**src/rtl/scene_controller.sv**
```systemverilog
// Screen-mode sequencer (ATTRACT/PLAY/OVER) and per-pixel layer compositor.
// Optional macro TITLE_BLINK_EN enables the blinking title in ATTRACT.
module scene_controller #(
  parameter logic [7:0] BLINK_FRAMES    = 8'd30,
  parameter logic [7:0] OVER_FRAMES     = 8'd180,
  parameter logic [3:0] TRANSPARENT_IDX = 4'h0
) (
  input  logic       Clk,
  input  logic       Reset_n,
  input  logic       frame_clk,
  input  logic       start_key,
  input  logic       game_over,
  input  logic       is_title,
  input  logic       is_sprite,
  input  logic [3:0] title_address,
  input  logic [3:0] sprite_address,
  input  logic [3:0] background_address,
  output logic [1:0] scene,
  output logic       sprite_en,
  output logic [3:0] palette_index
);

  typedef enum logic [1:0] {
    ATTRACT = 2'd0,
    PLAY    = 2'd1,
    OVER    = 2'd2,
    ILLEGAL = 2'd3
  } scene_t;

  scene_t     state_r, state_nxt;
  logic       frame_prev_r, start_prev_r;
  logic       frame_tick_s, start_edge_s;
  logic       start_pend_r, start_pend_nxt;
  logic [7:0] over_cnt_r, over_cnt_nxt;
  logic       blink_on_r, blink_on_nxt;
  logic       title_d_r, sprite_d_r;
  logic       sprite_en_nxt, show_title_s;
  logic [3:0] pixel_s;
`ifdef TITLE_BLINK_EN
  logic [7:0] blink_cnt_r, blink_cnt_nxt;
`endif

  assign frame_tick_s = frame_clk & ~frame_prev_r;
  assign start_edge_s = start_key & ~start_prev_r;
  assign scene        = state_r;

  // Next-state and frame-counter logic; everything advances only on frame_tick.
  always_comb begin
    state_nxt      = state_r;
    over_cnt_nxt   = over_cnt_r;
    blink_on_nxt   = blink_on_r;
    start_pend_nxt = 1'b0;
`ifdef TITLE_BLINK_EN
    blink_cnt_nxt  = blink_cnt_r;
`endif
    case (state_r)
      ATTRACT: begin
        if (frame_tick_s) begin
          if (start_pend_r || start_edge_s) begin
            state_nxt = PLAY;
          end else begin
`ifdef TITLE_BLINK_EN
            if (blink_cnt_r == BLINK_FRAMES - 8'd1) begin
              blink_cnt_nxt = 8'd0;
              blink_on_nxt  = ~blink_on_r;
            end else begin
              blink_cnt_nxt = blink_cnt_r + 8'd1;
            end
`else
            blink_on_nxt = (BLINK_FRAMES != 8'd0) | 1'b1;
`endif
          end
        end else begin
          start_pend_nxt = start_pend_r | start_edge_s;
        end
      end
      PLAY: begin
        if (frame_tick_s && game_over) begin
          state_nxt    = OVER;
          over_cnt_nxt = 8'd0;
        end else begin
          state_nxt = PLAY;
        end
      end
      OVER: begin
        if (frame_tick_s) begin
          if (over_cnt_r == OVER_FRAMES - 8'd1) begin
            state_nxt    = ATTRACT;
            blink_on_nxt = 1'b1;
`ifdef TITLE_BLINK_EN
            blink_cnt_nxt = 8'd0;
`endif
          end else begin
            over_cnt_nxt = over_cnt_r + 8'd1;
          end
        end else begin
          state_nxt = OVER;
        end
      end
      default: state_nxt = ATTRACT;
    endcase
  end

  // Layer priority uses the post-tick scene so visibility switches exactly at the frame edge.
  always_comb begin
    sprite_en_nxt = (state_nxt == PLAY) || (state_nxt == OVER);
    show_title_s  = (state_nxt == OVER) || ((state_nxt == ATTRACT) && blink_on_nxt);
    if (sprite_en_nxt && sprite_d_r && (sprite_address != TRANSPARENT_IDX)) begin
      pixel_s = sprite_address;
    end else if (show_title_s && title_d_r && (title_address != TRANSPARENT_IDX)) begin
      pixel_s = title_address;
    end else begin
      pixel_s = background_address;
    end
  end

  // State, counters, edge detectors and the pixel pipeline.
  always_ff @(posedge Clk or negedge Reset_n) begin
    if (!Reset_n) begin
      state_r       <= ATTRACT;
      frame_prev_r  <= 1'b0;
      start_prev_r  <= 1'b0;
      start_pend_r  <= 1'b0;
      over_cnt_r    <= 8'd0;
      blink_on_r    <= 1'b1;
      title_d_r     <= 1'b0;
      sprite_d_r    <= 1'b0;
      sprite_en     <= 1'b0;
      palette_index <= 4'h0;
`ifdef TITLE_BLINK_EN
      blink_cnt_r   <= 8'd0;
`endif
    end else begin
      state_r       <= state_nxt;
      frame_prev_r  <= frame_clk;
      start_prev_r  <= start_key;
      start_pend_r  <= start_pend_nxt;
      over_cnt_r    <= over_cnt_nxt;
      blink_on_r    <= blink_on_nxt;
      title_d_r     <= is_title;
      sprite_d_r    <= is_sprite;
      sprite_en     <= sprite_en_nxt;
      palette_index <= pixel_s;
`ifdef TITLE_BLINK_EN
      blink_cnt_r   <= blink_cnt_nxt;
`endif
    end
  end

endmodule

```
**config.mk**
```make
export PLATFORM = sky130hd
export DESIGN_NAME = scene_controller
export DESIGN_NICKNAME = d
export VERILOG_FILES = /design/src/rtl/scene_controller.sv
export SDC_FILE = /design/constraint.sdc
export NUM_CORES = 1
export LEC_CHECK = 0
export CAP_MARGIN = 20
export CORE_MARGIN = 5
export CORE_UTILIZATION = 44
export CTS_CLUSTER_DIAMETER = 80
export DETAILED_ROUTE_END_ITERATION = 6
export PLACE_DENSITY = 0.82
export REMOVE_ABC_BUFFERS = 1
export SYNTH_ARGS = -nofsm -noshare
export SYNTH_HDL_FRONTEND = slang
export SYNTH_SLANG_ARGS = --single-unit
```
**constraint.sdc**
```tcl
create_clock -name Clk -period 6.35 [get_ports Clk]
set_clock_uncertainty 0.05 [all_clocks]
set_input_delay 0.9525 -clock Clk [delete_from_list [all_inputs] [get_ports Clk]]
set_output_delay 0.9525 -clock Clk [all_outputs]
set_load 0.02 [all_outputs]
```
After elaboration in Yosys (flattened, before gate mapping)
Cells that the tools add are included.

Flip-flop bits (word level): 21. Bits of input ports: 19. Output and inout port bits: 7. Logic and storage cells: 58.

Add/sub/neg operators: 1. Eq/ne operators: 8. Multiplexer cells: 19. Bitwise logic cells: 5. Reductions and logical operators: 15.

Operators with widths (count): $mux 8 (3); $pmux 8 s2 (1); $mux 2 (5); $add 8x1->8 const B (1); $eq 8x8->1 const B (1); $mux 4 (2); $reduce_bool 4->1 (2); $logic_and 1x1->1 (6); $mux 1 (6); $ne 2x2->1 const B (3); $pmux 2 s3 (1); $eq 2x1->1 const B (2); $eq 2x2->1 const B (2); $logic_not 2->1 (2); $reduce_and 4->1 (1); $logic_or 1x1->1 (3); $and 1x1->1 (2); $not 1->1 (2); $pmux 1 s2 (1); $reduce_bool 2->1 (1); $or 1x1->1 (1).

Depth between registers and ports, before layout
Depth after elaboration: 13. Gate-level depth with buffers: 12. Mapped depth without buffers: 11.

Worst setup path after synthesis
No wires, ideal clock.

Kind: in2reg. Start: in frame_clk. End: reg palette_index[0]. Library setup time: 0.126 ns. Data arrival time: 3.122 ns. Data required time: 6.174 ns. Path slack: 3.052 ns. Cell stages on the path: 12. Path buffers: 2. Cells stage by stage: and2b_2 clkbuf_1 and3_2 clkbuf_1 a21oi_1 inv_1 ha_1 or2_2 a41oi_1 a21oi_2 and2b_2 a221o_1.

Longest elaborated chain between the ends: 11. Elaborated cells on any way between the ends: 21. Classes of those cells: 2 x eq/ne; 9 x mux; 1 x bitwise; 9 x reduce/logical.

Ends and longest elaborated chain: start, declared (RTL line 10) `input logic frame_clk,`; $and 1x1->1 (*) (RTL line 43) `assign frame_tick_s = frame_clk & ~frame_prev_r;`; $logic_and 1x1->1 (RTL line 78) `if (frame_tick_s && game_over) begin`; $mux 2 (RTL line 78); $pmux 2 s3 (*) (RTL line 56) `case (state_r)`; named net state_nxt[1] (RTL line 30) `scene_t state_r, state_nxt;`; $logic_not 2->1 (RTL line 107) `show_title_s = (state_nxt == OVER) || ((state_nxt == ATTRACT) && blink_on_nxt);`; $logic_and 1x1->1 (RTL line 107); $logic_or 1x1->1 (RTL line 107); $logic_and 1x1->1 (2 in a row) (RTL line 110) `end else if (show_title_s && title_d_r && (title_address != TRANSPARENT_IDX)) begin`; $mux 4 (RTL line 110); $mux 4 (*) (RTL line 108) `if (sprite_en_nxt && sprite_d_r && (sprite_address != TRANSPARENT_IDX)) begin`; named net pixel_s[0] (RTL line 38) `logic [3:0] pixel_s;`; end signal, assigned (RTL line 143) `palette_index <= pixel_s;`; end, declared (RTL line 20) `output logic [3:0] palette_index`.

The timed path passes the listed nets; every way through them passes the cells marked *. A chain may end at the register's enable or synchronous reset.

Final worst setup path
Start: in start_key. End: reg palette_index[1].

Longest elaborated chain between the ends: 12. Elaborated cells on any way between the ends: 20. Classes of those cells: 2 x eq/ne; 8 x mux; 1 x bitwise; 9 x reduce/logical.

Ends and longest elaborated chain: start, declared (RTL line 11) `input logic start_key,`; $and 1x1->1 (*) (RTL line 44) `assign start_edge_s = start_key & ~start_prev_r;`; $logic_or 1x1->1 (*) (RTL line 59) `if (start_pend_r || start_edge_s) begin`; $mux 2 (RTL line 59); $mux 2 (RTL line 58) `if (frame_tick_s) begin`; $pmux 2 s3 (RTL line 56); $logic_not 2->1 (RTL line 107); $logic_and 1x1->1 (RTL line 107); $logic_or 1x1->1 (RTL line 107); $logic_and 1x1->1 (2 in a row) (RTL line 110); $mux 4 (RTL line 110); $mux 4 (*) (RTL line 108); named net pixel_s[1] (RTL line 38).

Marks and branches as above.

==> results.md <==
* Adder-cell share of the synthesized area at 3.48%
* CP Data Arrival Time at 3630 ps
* Yosys reg bits at 21
* Fmax at 286 MHz
* H-tree Lvls at 1
* Lkg Pwr at 0.600 nW
* Worst-case reg-to-reg path depth at 10
* Worst Hold Class: reg2reg
* Largest family of logic cells by synthesized area: simple AND/OR/NAND/NOR gates
* Final Power at 0.432 mW
* Sequential element share of the synthesized area at 48.9%
* Area leader, netlist: dfrtp_1
* DR vias at 853
* Crit path time final at 3500 ps
* Initial DRT Pass Iterations at 4
* Post-synth cell types at 34
* Worst Setup SP: start_key
* Drt drc at 0
* Most frequent cells in the layout: clkdlybuf4s50_1, dfrtp_1, nand2_1, nor2_1, and3_2
* Most common cell after layout, fill and taps aside: clkdlybuf4s50_1
* Placed wire-length estimate at 1690 µm
* WL final at 2100 µm
* First-pass GRT wire length at 3700 µm
* Initial drt markers at 11
* Starting Density at 44.7%
* Area delta synth->final at 28.6%
* Post-CTS Hold Buffers at 0
* Num CTS Buffers at 3
* Final period util at 55.1%
* Worst slew pin tran at 878 ps
* Overflow after GRT at 0
* Critical path endpoint category: flip-flop
* Crit path required time at 6480 ps
* Synth top area share at 46.5%
* Root Buffer: clkbuf_4
* Post-CTS setup buffers at 0
* WHS at 521 ps
* Maximum VDD drop at 0.000233 V
* Combinational share of power at 44.3%
* Drt wl/cell at 13.4 µm
* Post-route ant nets at 0
* Die Area at 0.00354 mm²
* Fin worst setup slack at 2850 ps
* RSZ-0062 raised after global routing: no
* CP Max Fanout at 4
* Net Sw Power at 0.153 mW
* Crit path launch type: input port
* Vias in the first global route at 935
* Final Wtd Congestion at 0.786
* Insertion delay to the later sink of the worst-skew pair at 300 ps
* Synth Warn # at 0
* Final hold vios at 0
* Cell count of the worst hold path at 2
* Hold EP: blink_on_r
* Post-Layout Cell Count at 157
* Post-synthesis mux area share at 1.05%
* Top cell family by delay on the critical path: simple AND/OR/NAND/NOR gates
* Final Util at 57.5%
* Post-synthesis xor/xnor area fraction at 2.44%
* Row Count at 18
* CP peak stage delay at 470 ps
* Status: completed
* Max_cap viols at 0
* Post-DP Area at 0.00136 mm²
* HP Start: blink_on_r
* Worst Path Buf+Inv at 1
* Mapped cell area at 0.00108 mm²
* Critical Path Slowest Stage Cell: clkdlybuf4s50_1
* I/O pins at 26
* Core area at 0.00241 mm²
* Mapped Cells at 100
* Reg area at 527 µm²
* Clk buf depth at 2
* Total GRT Usage at 13.4%
* Share of post-route cells with drive strength above 1 at 19.7%
* # fillers at 210
* Critical-path cell list: clkdlybuf4s50_1 > or2b_2 > and2_1 > nor2_1 > nand2_1 > a21o_1 > ha_1 > or2_2 > a41oi_1 > a21oi_2 > and2b_2 > a221o_1
* Synth area leaders: dfrtp_1, and3_2, a221o_1, ha_1, and2b_2
* Worst r2r src: scene[1]
* Setup-failing EPs final at 0
* Port bufs at 25
* Die H at 59.5 µm
* Final Max Tran Viols at 0
* Reg power frac at 41.2%
* Crit Path Class: in2reg
* Initial antenna violation count at 0
* Final Cell Area at 0.00139 mm²
* CTS tree: built
* Mean post-synth cell area at 10.8 µm²
* Int Pwr at 0.279 mW
* Compound-cell area share of the yosys netlist at 17.5%
* Reg2Reg Setup Slack at 3530 ps
* Vias per Instance at 5.43
* Largest net degree at the start of global routing at 22
* Placement Setup Slack at 2550 ps
* ANT cells at 0
* Final Net Count at 150
* TNS Setup at 0 ps
* Switching Fraction at 35.4%
* Clk pwr share at 14.5%
* Clock-pin slew on the worst setup and hold paths at 120 ps
* Die Wd at 59.5 µm
* TritonCTS Sinks at 21
* Pwr/cell area at 312 mW/mm²
* Post-synthesis simple-gate area fraction at 25.2%
* RR Endpoint: palette_index[1]
* Area of the multi-input gates at 536 µm²
* Post-CTS sizing at 0
* Headroom to the max-slew limit at 41.3%
* Inst Count DP at 153
==> power groups by stage <==
stage	Clock, mW	Combinational (mW)	Sequential [mW]
2_1_floorplan	0	0.0889	0.205
3_3_place_gp	0	0.186	0.180
3_5_place_dp	0	0.191	0.181
4_1_cts	0.0661	0.192	0.178
5_1_grt	0.0730	0.208	0.183
6_report	0.0626	0.191	0.178
==> cell type report <==
cell class	count	share of cell area, %
flip-flops and latches	21	38.0
well taps	30	2.71
inverters	2	0.542
clock inverters	1	0.361
clock buffers	3	1.63
multi-input cells	75	38.7
repair buffers	25	18.1
==> synth_stat cells (all sizes together) <==
cell / count
and2b: 4
nand2: 9
nor4: 2
a221o: 4
or4: 2
ha: 3
dfrtp: 20
a21o: 1
nor2: 7
inv: 2
or3: 2
a41oi: 1
nor4b: 1
a21oi: 8
clkbuf: 2
o211ai: 4
dfstp: 1
o31ai: 1
and2: 2
or2b: 1
nand4: 2
xor2: 3
nand3: 1
o21ai: 5
or2: 1
a31oi: 1
nand2b: 1
mux2: 1
and3: 8
==> state kept, by name, summed over array words and instances (netlist names) <==
name           count
sprite_en          1
sprite_d_r         1
frame_prev_r       1
palette_index      4
scene              2
over_cnt_r         8
blink_on_r         1
start_prev_r       1
title_d_r          1
start_pend_r       1
==> kinds of logic (layout without fill, tap and decap cells) <==
kind of cell	after synthesis	after routing
xor gates and xnor gates	3	3
and+or+nand+nor	43	43
adders and majority gates	3	3
buffers and inverters	4	31
muxes	1	1
AOI/OAI and AO/OA	25	25
DFF	21	21
==> how the worst max path moves through the flow <==
stage,end,slack [ps],depth (start not counted)
4_1_cts,palette_index[2],2870,12
2_1_floorplan,palette_index[0],3210,11
6_report,palette_index[1],2850,12
3_5_place_dp,palette_index[2],2550,12
5_1_grt,palette_index[3],2730,12
3_3_place_gp,palette_index[1],2650,12
==> routing by layer <==
metal  track usage (%)  share of wire, %  routed length, µm  vias to the layer above
met5                 0                 0                  0                        -
met4              4.53                 0                  0                        0
met3              3.49               5.9                123                        0
met2              23.1                51               1080                       25
met1              16.1                43                899                      407
li1                  -                 -                  -                      421
==> tightest hold or removal path, delay by kind of cell (launching register included) <==
family           cells  cell delay [ps]
flip-flops           1              390
AO/OA/AOI/OAI        1              130
AND/OR/NAND/NOR      1               60
(Power assumes the default switching activity.)
